==> config.mk <==
export PLATFORM = sky130hd
export DESIGN_NAME = fsk_window_decider
export DESIGN_NICKNAME = d
export VERILOG_FILES = /design/src/rtl/fsk_window_decider.sv
export SDC_FILE = /design/constraint.sdc
export NUM_CORES = 1
export LEC_CHECK = 0
export BUFFER_PORTS_ARGS = -buffer_cell sky130_fd_sc_hd__buf_4
export CAP_MARGIN = 10
export CORE_ASPECT_RATIO = 1.5
export CORE_MARGIN = 4
export CORE_UTILIZATION = 57
export DETAILED_ROUTE_END_ITERATION = 8
export PLACE_DENSITY = 0.77
export SETUP_SLACK_MARGIN = 0.3
export SLEW_MARGIN = 20
export SYNTH_ARGS = -nofsm -noshare
export SYNTH_HDL_FRONTEND = slang
export SYNTH_SLANG_ARGS = --single-unit
==> constraint.sdc <==
create_clock -name clock -period 21.7 [get_ports clock]
set_clock_uncertainty 0.2 [all_clocks]
set_input_delay 4.34 -clock clock [delete_from_list [all_inputs] [get_ports clock]]
set_output_delay 4.34 -clock clock [all_outputs]
set_load 0.05 [all_outputs]
==> src/rtl/fsk_window_decider.sv <==
// -----------------------------------------------------------------------------
// fsk_window_decider
//
// Purpose:
//   Window controller and FSK symbol decider for the tone-classifying
//   frequency analyzer. Each window clears the analyzer, lets it accumulate
//   for WINDOW_TICKS clocks, flushes the pending half-period, captures the
//   three tick totals and decides one symbol. The decision is presented on a
//   one-entry valid/ready result register.
//
// Parameters:
//   WINDOW_TICKS       measurement window length in clocks (16..2^31-1)
//   MIN_SHARE_PERCENT  share of the window one tone must hold (51..100)
//
// Ports:
//   clock            single clock, rising edge
//   clear            synchronous active-low reset
//   run              level; windows execute back-to-back while high
//   f0_value         analyzer f0 tick total
//   f1_value         analyzer f1 tick total
//   unknown          analyzer unassigned tick total
//   analyzer_enable  to analyzer enable (registered)
//   analyzer_clear   to analyzer clear, active-low (registered)
//   symbol_valid     result register holds an unread symbol
//   symbol_ready     consumer accepts the symbol
//   symbol_bit       0 = f0 dominant, 1 = f1 dominant
//   symbol_erasure   neither tone reached the threshold (symbol_bit = 0)
//   window_error     captured f0+f1+unknown differs from WINDOW_TICKS
//   overrun          sticky; a decided symbol was dropped
//   overrun_count    (FSK_DECIDER_OVERRUN_COUNT_EN only) saturating count of
//                    dropped symbols
//
// Optional feature macro: FSK_DECIDER_OVERRUN_COUNT_EN
// -----------------------------------------------------------------------------
module fsk_window_decider #(
   parameter int unsigned WINDOW_TICKS      = 50000,
   parameter int unsigned MIN_SHARE_PERCENT = 60
) (
   input  logic        clock,
   input  logic        clear,
   input  logic        run,
   input  logic [31:0] f0_value,
   input  logic [31:0] f1_value,
   input  logic [31:0] unknown,
   output logic        analyzer_enable,
   output logic        analyzer_clear,
   output logic        symbol_valid,
   input  logic        symbol_ready,
   output logic        symbol_bit,
   output logic        symbol_erasure,
   output logic        window_error,
   output logic        overrun
`ifdef FSK_DECIDER_OVERRUN_COUNT_EN
   ,
   output logic [15:0] overrun_count
`endif
);

   typedef enum logic [2:0] {
      IDLE,
      CLR,
      MEASURE,
      FLUSH,
      CAPTURE,
      DECIDE
   } state_t;

   state_t      state;
   state_t      state_nxt;
   logic [31:0] tick_cnt;

   logic [31:0] f0_hold_p0;
   logic [31:0] f1_hold_p0;
   logic [31:0] unk_hold_p0;

   logic [33:0] total_p1;
   logic [40:0] thresh_p1;
   logic [40:0] share1_p1;
   logic [40:0] share0_p1;
   logic        bit_p1;
   logic        erasure_p1;
   logic        werr_p1;
   logic        result_free;

`ifdef FSK_DECIDER_OVERRUN_COUNT_EN
   function automatic logic [15:0] sat_inc16(input logic [15:0] v);
      return (v == 16'hFFFF) ? v : v + 16'd1;
   endfunction
`endif

   // Next-state logic. run is only looked at in IDLE and DECIDE so that a
   // window in progress always completes.
   always_comb begin
      state_nxt = state;
      case (state)
         IDLE:    if (run) state_nxt = CLR;
         CLR:     state_nxt = MEASURE;
         MEASURE: if (tick_cnt == 32'(WINDOW_TICKS - 1)) state_nxt = FLUSH;
         FLUSH:   state_nxt = CAPTURE;
         CAPTURE: state_nxt = DECIDE;
         DECIDE:  state_nxt = run ? CLR : IDLE;
         default: state_nxt = IDLE;
      endcase
   end

   // Decide stage: share comparison done as tone*100 >= total*percent so no
   // division is needed; widths cover three full 32-bit totals times 100.
   always_comb begin
      total_p1   = {2'b00, f0_hold_p0} + {2'b00, f1_hold_p0} + {2'b00, unk_hold_p0};
      thresh_p1  = 41'(total_p1) * 41'(MIN_SHARE_PERCENT);
      share1_p1  = 41'(f1_hold_p0) * 41'd100;
      share0_p1  = 41'(f0_hold_p0) * 41'd100;
      bit_p1     = 1'b0;
      erasure_p1 = 1'b0;
      if (share1_p1 >= thresh_p1) begin
         bit_p1 = 1'b1;
      end else if (share0_p1 < thresh_p1) begin
         erasure_p1 = 1'b1;
      end
      werr_p1    = (total_p1 != 34'(WINDOW_TICKS));
   end

   assign result_free = !symbol_valid || symbol_ready;

   always_ff @(posedge clock) begin
      if (!clear) begin
         state           <= IDLE;
         tick_cnt        <= '0;
         analyzer_enable <= 1'b0;
         analyzer_clear  <= 1'b1;
         f0_hold_p0      <= '0;
         f1_hold_p0      <= '0;
         unk_hold_p0     <= '0;
         symbol_valid    <= 1'b0;
         symbol_bit      <= 1'b0;
         symbol_erasure  <= 1'b0;
         window_error    <= 1'b0;
         overrun         <= 1'b0;
`ifdef FSK_DECIDER_OVERRUN_COUNT_EN
         overrun_count   <= '0;
`endif
      end else begin
         state <= state_nxt;

         // Analyzer controls are registered from the next state so they line
         // up exactly with the state they belong to.
         analyzer_enable <= (state_nxt == MEASURE);
         analyzer_clear  <= (state_nxt != CLR);

         if (state == CLR) begin
            tick_cnt <= '0;
         end else if (state == MEASURE) begin
            tick_cnt <= tick_cnt + 32'd1;
         end

         // Capture stage: analyzer totals are stable after the flush cycle.
         if (state == CAPTURE) begin
            f0_hold_p0  <= f0_value;
            f1_hold_p0  <= f1_value;
            unk_hold_p0 <= unknown;
         end

         // Result stage: a DECIDE reload takes precedence over the handshake
         // clearing valid in the same cycle.
         if (state == DECIDE) begin
            if (result_free) begin
               symbol_valid   <= 1'b1;
               symbol_bit     <= bit_p1;
               symbol_erasure <= erasure_p1;
               window_error   <= werr_p1;
            end else begin
               overrun        <= 1'b1;
`ifdef FSK_DECIDER_OVERRUN_COUNT_EN
               overrun_count  <= sat_inc16(overrun_count);
`endif
            end
         end else if (symbol_valid && symbol_ready) begin
            symbol_valid <= 1'b0;
         end
      end
   end

endmodule

# Word level (Yosys, flattened, before mapping)
# Index checks and enable logic that the tools add are counted.
[op_classes]
add_sub_neg = 3
mul = 3
magnitude_cmp = 2
eq_ne = 10
muxes = 10
n_bitwise = 2
n_reduce_logical = 9
[ops]
columns = ["operator", "count"]
rows = [
  ["$mul 32x5->37 const B", 2],
  ["$ge 39x40->1", 1],
  ["$lt 39x40->1", 1],
  ["$mul 34x4->38 const B", 1],
  ["$add 33x32->34", 1],
  ["$ne 34x16->1 const B", 1],
  ["$add 32x32->33", 1],
  ["$add 32x1->32 const B", 1],
  ["$eq 32x16->1 const B", 1],
  ["$pmux 3 s6", 1],
  ["$eq 3x2->1 const B", 3],
  ["$mux 1", 7],
  ["$eq 3x3->1 const B", 2],
  ["$mux 3", 2],
  ["$reduce_and 2->1", 3],
  ["$eq 3x1->1 const B", 1],
  ["$logic_not 3->1", 1],
  ["$ne 3x1->1 const B", 1],
  ["$ne 2x2->1 const B", 1],
  ["$not 1->1", 2],
  ["$reduce_bool 2->1", 1],
  ["$reduce_or 2->1", 1],
  ["$logic_and 1x1->1", 1],
  ["$logic_not 1->1", 1],
  ["$logic_or 1x1->1", 1],
]
[word_totals]
register_bits = 138
out_inout_bits = 7

# Depth between registers and ports, before layout
# Gate-level depths: netlist of the first run.
[logic_depth]
depth_word = 6
ltp_mapped = 41
mapped_depth_nobuf = 40

# Worst setup path after synthesis of the first run
# No wires, ideal clock.
[synth_timing]
kind = "register to register"
from = "reg f0_hold_p0[1]"
to = "reg symbol_erasure"
setup_ps = 95
arrival_time_ps = 7939
required_ps = 21405
path_slack_ps = 13465
stages_incl_launch_ff = 40
n_path_buf = 1
path_cell_list = "dfxtp_1 inv_1 fa_1 inv_1 ha_1 inv_1 fa_1 nor2b_1 o21a_1 o21a_1 o2111ai_2 a21bo_2 and4_1 or3_1 clkbuf_1 xnor2_1 ha_1 ha_1 [4 not listed] a31oi_1 o41a_1 or2_1 a31o_2 a21o_1 a21oi_1 xor2_1 ha_1 a21o_1 a21o_1 a21oi_1 and3_1 o221ai_1 a31o_2 a21o_1 a31oi_1 o31ai_1 a221oi_1"
[synth_via]
elab_chain_len = 6
[synth_rtl]
columns = ["item", "line", "rtl"]
rows = [
  ["start, declared", "72", "logic [31:0] f0_hold_p0;"],
  ["start signal, assigned", "158", "f0_hold_p0 <= f0_value;"],
  ["$add 32x32->33", "109", "total_p1 = {2'b00, f0_hold_p0} + {2'b00, f1_hold_p0} + {2'b00, unk_hold_p0};"],
  ["$add 33x32->34", "109", ""],
  ["$mul 34x4->38", "110", "thresh_p1 = 41'(total_p1) * 41'(MIN_SHARE_PERCENT);"],
  ["$lt 39x40->1", "117", "end else if (share0_p1 < thresh_p1) begin"],
  ["$mux 1", "117", ""],
  ["$mux 1 *", "115", "if (share1_p1 >= thresh_p1) begin"],
  ["end signal, assigned", "169", "symbol_erasure <= erasure_p1;"],
  ["end, declared", "50", "output logic symbol_erasure,"],
]
# Mark *: on every way between the ends. The rest lies on a longest branch, timed or not.
# A chain may end at the register's enable or synchronous reset.

# Worst setup path in the final report of the first run
# Same ends and word-level chain as after synthesis.

==> results.json, run 1 <==
{
  "die_y_um": 235,
  "drt-pass1-iter-count": 6,
  "routabilityCongestion": 0.960,
  "post-cts-setup-buffer-count": 0,
  "final_core_util": 0.635,
  "nets": 3104,
  "fp-row-count": 82,
  "setup_viol": 0,
  "instances_no_fill": 2944,
  "hold-path-cell-count": 2,
  "worst-slew-pin-transition_ns": 1.14,
  "cts_repair_resize_count": 0,
  "cts_htree_levels": 4,
  "power.leakage_nw": 11.4,
  "timing.rr.start": "f0_hold_p0[1]$_SDFFE_PN0N_",
  "synth-edff-count": 0,
  "ys_seq_elements": 138,
  "maxSlewHeadroom": 0.238,
  "vias": 16800,
  "io_buffers": 106,
  "cts-root-to-sink-buffers": 2,
  "route.antenna.remaining_nets": 0,
  "dp.cells": 2910,
  "min_period_ns": 9.15,
  "timing.hold.worst.start": "unk_hold_p0[8]$_SDFFE_PN0N_",
  "max-cap-violations": 0,
  "multi_input_area_um2": 15200,
  "hold_viol_final": 0,
  "rr_endpoint": "symbol_erasure$_SDFFE_PN0P_",
  "drive_above_1_share": 0.0773,
  "rsz_0062_raised_after_global_routing": "false",
  "share_of_total_power_in_combinational_logic": 0.304,
  "register_area_um2": 2760,
  "post-route-period-util": 0.422,
  "global_route.usage.met3": 0.0215,
  "place.detailed.hpwl_um": 43200,
  "worst_path_largest_cell_delay_ns": 0.50,
  "synth_fp_nets": 3023,
  "yosysUniqueCellTypes": 83,
  "grt_usage": 0.266,
  "fp.coreArea_um2": 33700,
  "clock_net_sink_count": 138,
  "power_frac_clock": 0.368,
  "critical_path.max_fanout": 6,
  "grt.overflow.total": 0,
  "dieArea_um2": 37500,
  "detail_route.drc_violations": 0,
  "timing.reg2reg.setup_slack_ns": 12.55,
  "iteration_0_drc_markers": 926,
  "cts_root_buffer": "sky130_fd_sc_hd__clkbuf_16",
  "critical-path-top-cell-by-count": "sky130_fd_sc_hd__ha_1",
  "grt_busiest_layer": "met2",
  "total_switching_power_w": 0.000290,
  "synth_flop_cell": "sky130_fd_sc_hd__dfxtp_1",
  "top_level_ports": 107,
  "postSynth.asyncResetShare": 0,
  "power_report.internal_total_w": 0.000512,
  "antenna_found_initial": 1,
  "initial_utilization": 0.582,
  "chip_width_um": 159,
  "syn_to_final_growth_pct": 8.98,
  "class_of_the_tightest_hold_or_removal_check": "flip-flop to flip-flop",
  "worst_setup_path_start_kind": "flip-flop",
  "detail_route.vias_per_cell": 5.71,
  "timing.critical_path.arrival_ns": 9.29,
  "post_drt_wl_per_cell_um": 17.3,
  "grt_pass1_wl_um": 81600,
  "cts_buffers": 17,
  "maxClockFrequency_mhz": 109,
  "slowest_stage": "sky130_fd_sc_hd__or3_1",
  "setup.worst_path.end_class": "flip-flop",
  "ir_drop_mv": 0.0413,
  "timing.critical_path.required_ns": 21.84,
  "tritoncts": "done",
  "power_density_over_the_cells_nw_per_um2": 37.6,
  "cts_hold_buffers": 0,
  "synth.yosys.seq_area_share": 0.141,
  "most_common_cell_after_layout_fill_and_taps_aside": "sky130_fd_sc_hd__inv_1",
  "average_cell_area_after_synthesis_um2": 8.07,
  "grt_max_degree": 99,
  "status": "finished clean",
  "grt_use_met1": 0.262,
  "grt_pass1_vias": 16700,
  "switching_power_share_of_the_total": 0.362,
  "path_class": "flip-flop to flip-flop",
  "flop_pwr_share": 0.327,
  "clk-insertion-delay-late_ns": 0.43,
  "final_max_slew_viol_count": 0,
  "drt_wl_total_um": 51000,
  "fill_cells": 2929,
  "worst_hold_path.endpoint": "unk_hold_p0[8]$_SDFFE_PN0N_",
  "rr_worst_depth": 38,
  "fraction_of_met2_tracks_used_by_global_routing": 0.520,
  "fin_setup_tns_ns": 0,
  "commonest_cells_after_routing_fill_and_taps_aside": "sky130_fd_sc_hd__inv_1 (396), sky130_fd_sc_hd__ha_1 (370), sky130_fd_sc_hd__nand2_1 (280)",
  "synthesis.area_um2": 19600,
  "clk_transition_reported_paths_ns": 0.07,
  "post_synth_inst_count": 2428,
  "ys_warn_count": 0
}
power by group through the flow:
stage                     clock, W  sequential, W  combinational [W]
after detailed placement         0       0.000268           0.000242
after global routing      0.000310       0.000263           0.000272
after global placement           0       0.000268           0.000235
final                     0.000296       0.000263           0.000244
after CTS                 0.000301       0.000263           0.000244
after floorplan                  0       0.000267           0.000170
cell type report:
cell class	count	area share
inverters	398	0.0699
multi-input cells	1844	0.710
diodes	2	0.000234
flip-flops and latches	138	0.129
clock inverters	15	0.00697
well taps	420	0.0246
repair buffers	110	0.0387
clock buffers	17	0.0199
registers in the layout (all words and copies together), names as in the netlist:
signal,count
analyzer_enable,1
state,3
overrun,1
symbol_valid,1
tick_cnt,32
window_error,1
f0_hold_p0,32
symbol_erasure,1
f1_hold_p0,32
analyzer_clear,1
unk_hold_p0,32
symbol_bit,1
worst max-delay path, delay by kind of cell, from the launching register on:
kind	cells	cell delay (ns)
adder cells (fa/ha/maj)	7	2.36
AND/OR/NAND/NOR	6	1.45
AO/OA/AOI/OAI	19	3.77
flip-flops	1	0.44
XOR/XNOR	3	0.58
buffers and inverters	3	0.24
Yosys cell counts, drive strengths merged, types with 5 or more instances:
library cell,count,share of area
a2111oi,5,0.0032
a211o,5,0.0022
a211oi,18,0.0077
a21o,84,0.032
a21oi,240,0.062
a311oi,6,0.0030
a31oi,15,0.0056
and2,10,0.0033
and3,17,0.0054
buf,6,0.0017
clkbuf,42,0.0080
dfxtp,138,0.14
fa,125,0.13
ha,370,0.24
inv,398,0.076
nand2,280,0.054
nand2b,29,0.0093
nand3,34,0.0087
nand4,20,0.0064
nor2,115,0.022
nor2b,23,0.0073
nor3,23,0.0059
nor4,15,0.0054
o2111ai,5,0.0026
o211a,5,0.0026
o211ai,7,0.0032
o21a,26,0.010
o21ai,89,0.023
o21bai,13,0.0052
o22ai,5,0.0016
o311ai,5,0.0040
o31a,6,0.0027
o31ai,9,0.0047
or2,11,0.0035
or3,16,0.0051
xnor2,95,0.043
xor2,69,0.032
metal layers:
layer,vias up,wire length [um]
met3,170,1330
li1,8360,-
met5,-,0
met4,0,4130
met1,7886,17900
met2,386,27600
how the worst max path moves through the flow:
stage                     slack (ns)                     endpoint                        from
final                          12.55  symbol_erasure$_SDFFE_PN0P_  f0_hold_p0[1]$_SDFFE_PN0N_
after global routing           11.94  symbol_erasure$_SDFFE_PN0P_  f0_hold_p0[1]$_SDFFE_PN0N_
after CTS                      12.64  symbol_erasure$_SDFFE_PN0P_  f0_hold_p0[1]$_SDFFE_PN0N_
after detailed placement       12.64  symbol_erasure$_SDFFE_PN0P_  f0_hold_p0[1]$_SDFFE_PN0N_
after global placement         13.00  symbol_erasure$_SDFFE_PN0P_  f0_hold_p0[1]$_SDFFE_PN0N_
after floorplan                13.47  symbol_erasure$_SDFFE_PN0P_  f0_hold_p0[1]$_SDFFE_PN0N_
cell families after synthesis:
family / synth area share
adder cells (fa/ha/maj): 0.366
AND/OR/NAND/NOR: 0.143
flip-flops: 0.141
buffers and inverters: 0.0859
multiplexers: 0.00153
AO/OA/AOI/OAI: 0.188
XOR/XNOR: 0.0752
stage by stage:
step                total power, W  cell area, um2  hold slack [ns]  setup WS, ns
floorplan                 0.000437           19600            0.236         13.47
global placement          0.000503           20800            0.248         13.00
detailed placement        0.000511           20800            0.264         12.64
CTS                       0.000808           21400            0.274         12.64
global route              0.000845           21400            0.293         11.94
finish                    0.000803           21400            0.278         12.55
Power figures use the tool's default switching activity.
==> run 2, diff against run 1 <==
--- a/config.mk
+++ b/config.mk
@@ -11,7 +11,7 @@
 export CORE_MARGIN = 4
 export CORE_UTILIZATION = 57
 export DETAILED_ROUTE_END_ITERATION = 8
-export PLACE_DENSITY = 0.77
+export PLACE_DENSITY = 0.8
 export SETUP_SLACK_MARGIN = 0.3
 export SLEW_MARGIN = 20
 export SYNTH_ARGS = -nofsm -noshare
==> constraint.sdc (replaced) <==
create_clock -name clock -period 8.09 [get_ports clock]
set_clock_uncertainty 0.2 [all_clocks]
set_input_delay 1.618 -clock clock [delete_from_list [all_inputs] [get_ports clock]]
set_output_delay 1.618 -clock clock [all_outputs]
set_load 0.05 [all_outputs]
==> results.json, run 2 (synthesis results as in run 1) <==
{
  "category_of_cells_accounting_for_the_largest_share_of_critical_path_delay": "compound AO/OA/AOI/OAI gates",
  "routabilityCongestion": 0.986,
  "dieArea_um2": 37500,
  "cts_root_buffer": "sky130_fd_sc_hd__clkbuf_16",
  "nets": 3212,
  "power.leakage_nw": 12.0,
  "grt_pass1_wl_um": 84300,
  "final_max_slew_viol_count": 0,
  "critical_path.max_fanout": 4,
  "min_period_ns": 8.10,
  "wl_met3_um": 1450,
  "drt-pass1-iter-count": 5,
  "grt_pass1_vias": 17700,
  "clk-insertion-delay-late_ns": 0.43,
  "max-cap-violations": 0,
  "final_core_util": 0.666,
  "grt_usage": 0.275,
  "fp.coreArea_um2": 33700,
  "io_buffers": 106,
  "maxUsedRoutingLayer": "met4",
  "grt_max_degree": 96,
  "failed_checks": "negative setup slack",
  "syn_to_final_growth_pct": 14.4,
  "hold_viol_final": 0,
  "cts-root-to-sink-buffers": 2,
  "worst-slew-pin-transition_ns": 1.04,
  "detail_route.drc_violations": 0,
  "grt.overflow.total": 0,
  "drt_wl_total_um": 52400,
  "timing.critical_path.required_ns": 8.23,
  "drive_above_1_share": 0.130,
  "fin_area_um2": 22400,
  "iteration_0_drc_markers": 770,
  "fill_cells": 2732,
  "place.detailed.hpwl_um": 44000,
  "dp_slack_ns": -0.197,
  "finalWorstSetupSlack_ns": -0.0127,
  "die_y_um": 235,
  "power_density_over_the_cells_nw_per_um2": 101,
  "met2RoutedLength_um": 27200,
  "fp-row-count": 82,
  "vias": 17500,
  "slowest_stage": "sky130_fd_sc_hd__fa_1",
  "detail_route.vias_per_cell": 5.72,
  "maxSlewHeadroom": 0.309,
  "worst_path_largest_cell_delay_ns": 0.47,
  "timing.critical_path.arrival_ns": 8.24,
  "maxClockFrequency_mhz": 123,
  "dp.cells": 3013,
  "post-route-period-util": 1.00,
  "clk_transition_reported_paths_ns": 0.07,
  "dpl_cell_area_um2": 21600,
  "most_common_cell_after_layout_fill_and_taps_aside": "sky130_fd_sc_hd__inv_1",
  "path_class": "flip-flop to flip-flop",
  "wl_met1_um": 18400,
  "tritoncts": "done",
  "route.antenna.remaining_nets": 0,
  "worst_setup_path_start_kind": "flip-flop",
  "cts_buffers": 17,
  "chip_width_um": 159,
  "antenna_cells": 0,
  "clock_net_sink_count": 138,
  "antenna_found_initial": 0,
  "cp.buffers_inverters": 4,
  "status": "finished, violations left",
  "final.hold.worst_slack_ns": 0.274,
  "commonest_cells_after_routing_fill_and_taps_aside": "sky130_fd_sc_hd__inv_1 (392), sky130_fd_sc_hd__ha_1 (364), sky130_fd_sc_hd__nand2_1 (280)",
  "top_level_ports": 107,
  "instances_no_fill": 3050,
  "class_of_the_tightest_hold_or_removal_check": "flip-flop to flip-flop",
  "rsz_0062_raised_after_global_routing": "true",
  "setup.worst_path.end_class": "flip-flop",
  "cts_htree_levels": 4,
  "critical-path-top-cell-by-count": "sky130_fd_sc_hd__a21o_1",
  "post_drt_wl_per_cell_um": 17.2,
  "ir_drop_mv": 0.143,
  "setup_viol": 1,
  "initial_utilization": 0.582
}
-- run 2: changes by cell type in the layout (fill, tap and decap cells not counted), sizes merged --
cell,previous run,this run
buf,110,218
clkinv,5,2
clkinvlp,1,4
diode,2,0
bufinv,0,1
inv,407,406
-- run 2: layout make-up --
type / count / area, um2 / area share
Clock buffer: 17 / 425 / 0.0190
Clock inverter: 15 / 154 / 0.00686
Inverter: 398 / 1490 / 0.0666
Multi-Input combinational cell: 1844 / 15400 / 0.688
Sequential cell: 138 / 2770 / 0.123
Tap cell: 420 / 526 / 0.0234
Timing Repair Buffer: 218 / 1640 / 0.0730
-- run 2: final timing paths --
| path | startpoint | to | slack (ns) | cells after the start |
|---|---|---|---|---|
| worst max-delay path | unk_hold_p0[1]$_SDFFE_PN0N_ | symbol_erasure$_SDFFE_PN0P_ | -0.01 | 39 |
| worst min-delay path | unk_hold_p0[31]$_SDFFE_PN0N_ | unk_hold_p0[31]$_SDFFE_PN0N_ | 0.27 | 2 |
| worst max register to register | unk_hold_p0[1]$_SDFFE_PN0N_ | symbol_erasure$_SDFFE_PN0P_ | -0.01 | 39 |
| worst min register to register | unk_hold_p0[31]$_SDFFE_PN0N_ | unk_hold_p0[31]$_SDFFE_PN0N_ | 0.27 | 2 |
-- run 2: per-layer routing --
layer | track usage | up-vias
met5 | 0 | -
met4 | 0.232 | 0
met3 | 0.0261 | 207
met2 | 0.510 | 452
met1 | 0.273 | 8244
li1 | - | 8548
-- run 2: where the power goes --
group	switching, W	internal [W]
combinational	0.000413	0.000327
sequential	0.0000134	0.000689
clock	0.000378	0.000436
-- run 2: worst reg2reg max path, delay by kind of cell (launching register included) --
kind            cells  cell delay (ns)
xor+xnor            3             0.41
compound gates     19             3.39
fa+ha+maj           7             2.08
flops               1             0.33
simple gates        6             1.29
buf+inv             4             0.31
-- run 2: repair_timing --
action                     in CTS  in global routing
resized for setup              13                 14
setup endpoints to repair       2                  2
gates cloned                    0                  0
pin swaps                       7                  9
setup buffers                   4                  1
hold buffers                    0                  0
-- run 2: through the flow --
| stage | total power (W) | TNS (ns) |
|---|---|---|
| floorplan | 0.00118 | 0 |
| global placement | 0.00140 | -0.0248 |
| detailed placement | 0.00143 | -0.307 |
| CTS | 0.00225 | 0 |
| global route | 0.00237 | -0.684 |
| finish | 0.00226 | -0.0127 |
==> run 3, diff against run 2 <==
--- a/config.mk
+++ b/config.mk
@@ -5,13 +5,13 @@
 export SDC_FILE = /design/constraint.sdc
 export NUM_CORES = 1
 export LEC_CHECK = 0
-export BUFFER_PORTS_ARGS = -buffer_cell sky130_fd_sc_hd__buf_4
 export CAP_MARGIN = 10
 export CORE_ASPECT_RATIO = 1.5
 export CORE_MARGIN = 4
 export CORE_UTILIZATION = 57
 export DETAILED_ROUTE_END_ITERATION = 8
-export PLACE_DENSITY = 0.8
+export DONT_BUFFER_PORTS = 1
+export PLACE_DENSITY = 0.77
 export SETUP_SLACK_MARGIN = 0.3
 export SLEW_MARGIN = 20
 export SYNTH_ARGS = -nofsm -noshare
==> results.json, run 3 (synthesis results as in run 1) <==
{
  "status": "finished, violations left",
  "failed_checks": "negative setup slack",
  "slowest_stage": "sky130_fd_sc_hd__fa_1",
  "timing.critical_path.arrival_ns": 8.36,
  "timing.reg2reg.setup_slack_ns": -0.12,
  "dpl_cell_area_um2": 20800,
  "path_class": "flip-flop to flip-flop",
  "iteration_0_drc_markers": 750,
  "commonest_cells_after_routing_fill_and_taps_aside": "sky130_fd_sc_hd__inv_1 (391), sky130_fd_sc_hd__ha_1 (360), sky130_fd_sc_hd__nand2_1 (280)",
  "detail_route.drc_violations": 0,
  "detail_route.vias_per_cell": 5.81,
  "place.detailed.hpwl_um": 44000,
  "critical_path.max_fanout": 4,
  "grt.overflow.total": 0,
  "final.hold.worst_slack_ns": 0.278,
  "antenna_cells": 0,
  "min_period_ns": 8.21,
  "power.leakage_nw": 11.5,
  "clock_net_sink_count": 138,
  "clk-insertion-delay-late_ns": 0.43,
  "timing.critical_path.to": "symbol_erasure$_SDFFE_PN0P_",
  "category_of_cells_accounting_for_the_largest_share_of_critical_path_delay": "compound AO/OA/AOI/OAI gates",
  "grt_usage": 0.273,
  "fp-row-count": 82,
  "final_max_slew_viol_count": 0,
  "routabilityCongestion": 0.956,
  "tritoncts": "done",
  "clk_transition_reported_paths_ns": 0.08,
  "vias": 17100,
  "post_drt_wl_per_cell_um": 17.8,
  "drive_above_1_share": 0.0964,
  "nets": 3103,
  "critical-path-top-cell-by-count": "sky130_fd_sc_hd__a21o_1",
  "instances_no_fill": 2941,
  "ir_drop_mv": 0.112,
  "worst-slew-pin-transition_ns": 1.06,
  "die_y_um": 235,
  "maxClockFrequency_mhz": 122,
  "grt_pass1_wl_um": 83200,
  "top_level_ports": 107,
  "rr_worst_depth": 38,
  "fill_cells": 2851,
  "syn_to_final_growth_pct": 10.7,
  "setup.worst_path.end_class": "flip-flop",
  "grt_max_degree": 93,
  "dp_slack_ns": -0.264,
  "most_common_cell_after_layout_fill_and_taps_aside": "sky130_fd_sc_hd__inv_1",
  "worst_setup_path_start_kind": "flip-flop",
  "initial_utilization": 0.582,
  "route.antenna.remaining_nets": 0,
  "chip_width_um": 159,
  "drt-pass1-iter-count": 7,
  "cts_hold_buffers": 0,
  "fp.coreArea_um2": 33700,
  "timing.rr.start": "unk_hold_p0[1]$_SDFFE_PN0N_",
  "dp.cells": 2894,
  "timing.critical_path.required_ns": 8.24,
  "antenna_found_initial": 0,
  "cp.buffers_inverters": 3,
  "drt_wl_total_um": 52300,
  "maxSlewHeadroom": 0.292,
  "finalWorstSetupSlack_ns": -0.118,
  "cts_buffers": 17,
  "dieArea_um2": 37500,
  "setup_viol": 2,
  "max-cap-violations": 0,
  "cts-root-to-sink-buffers": 2,
  "cts_root_buffer": "sky130_fd_sc_hd__clkbuf_16",
  "rr_endpoint": "symbol_erasure$_SDFFE_PN0P_",
  "io_buffers": 0,
  "class_of_the_tightest_hold_or_removal_check": "flip-flop to flip-flop",
  "hold_viol_final": 0,
  "total_power_w": 0.00224,
  "post-route-period-util": 1.01,
  "cts_htree_levels": 4,
  "critical_path_stages": 38,
  "fin_area_um2": 21700,
  "worst_path_largest_cell_delay_ns": 0.47,
  "worst_setup_path_startpoint": "unk_hold_p0[1]$_SDFFE_PN0N_",
  "rsz_0062_raised_after_global_routing": "true",
  "grt_pass1_vias": 17200,
  "power_density_over_the_cells_nw_per_um2": 103
}
[run 3: cell count changes in the layout (fill, tap and decap cells not counted), moves of 3 or more]
cell                         before  now
sky130_fd_sc_hd__clkinvlp_4       4    1
sky130_fd_sc_hd__buf_4          218  108
sky130_fd_sc_hd__xnor2_2          6   10
sky130_fd_sc_hd__ha_1           364  360
sky130_fd_sc_hd__clkinv_8         0    5
sky130_fd_sc_hd__xnor2_1         87   84
[run 3: worst min-delay path, stage by stage (launching register included)]
cell	delay, ns
sky130_fd_sc_hd__dfxtp_1	0.33
sky130_fd_sc_hd__nand2_1	0.06
sky130_fd_sc_hd__a21oi_1	0.05
[run 3: how the worst min path moves through the flow]
stage	to	start	depth (start not counted)
2_1_floorplan	unk_hold_p0[1]$_SDFFE_PN0N_	unk_hold_p0[1]$_SDFFE_PN0N_	2
3_3_place_gp	unk_hold_p0[1]$_SDFFE_PN0N_	unk_hold_p0[1]$_SDFFE_PN0N_	2
3_5_place_dp	unk_hold_p0[1]$_SDFFE_PN0N_	unk_hold_p0[1]$_SDFFE_PN0N_	2
4_1_cts	unk_hold_p0[28]$_SDFFE_PN0N_	unk_hold_p0[28]$_SDFFE_PN0N_	2
5_1_grt	unk_hold_p0[6]$_SDFFE_PN0N_	unk_hold_p0[6]$_SDFFE_PN0N_	2
6_report	unk_hold_p0[30]$_SDFFE_PN0N_	unk_hold_p0[30]$_SDFFE_PN0N_	2
[run 3: per-layer routing]
metal | routed length, um | vias up | track usage
met2 | 28000 | 445 | 0.525
met4 | 4570 | 0 | 0.200
met1 | 18300 | 8109 | 0.268
met5 | 0 | - | 0
li1 | - | 8340 | -
met3 | 1450 | 202 | 0.0249
[run 3: what timing repair did]
item | 4_1_cts | 5_1_grt
endpoints found under the setup margin | 2 | 2
endpoints found under the hold margin | 0 | 0
gates resized for setup | 9 | 28
pin swaps | 17 | 17
buffers inserted | 8 | 7
[run 3: power by group]
part	internal (W)	switching, W	leakage (nW)
sequential	0.000689	0.0000179	1.11
combinational	0.000303	0.000401	10.1
clock	0.000449	0.000381	0.302
[run 3: metrics by stage]
stage                     TNS, ns  utilization
after floorplan                 0            -
after global placement    -0.0251        0.617
after detailed placement   -0.410        0.617
after CTS                 -0.0212        0.639
after global routing        -1.01        0.645
final                      -0.170        0.645
[run 3: final cells by class]
class | count | area [um2] | share of cell area
tap | 420 | 526 | 0.0242
timing repair buffer | 109 | 822 | 0.0379
inverter | 398 | 1500 | 0.0689
clock inverter | 15 | 201 | 0.00929
sequential | 138 | 2770 | 0.128
multi-input combinational | 1844 | 15500 | 0.713
clock buffer | 17 | 425 | 0.0196
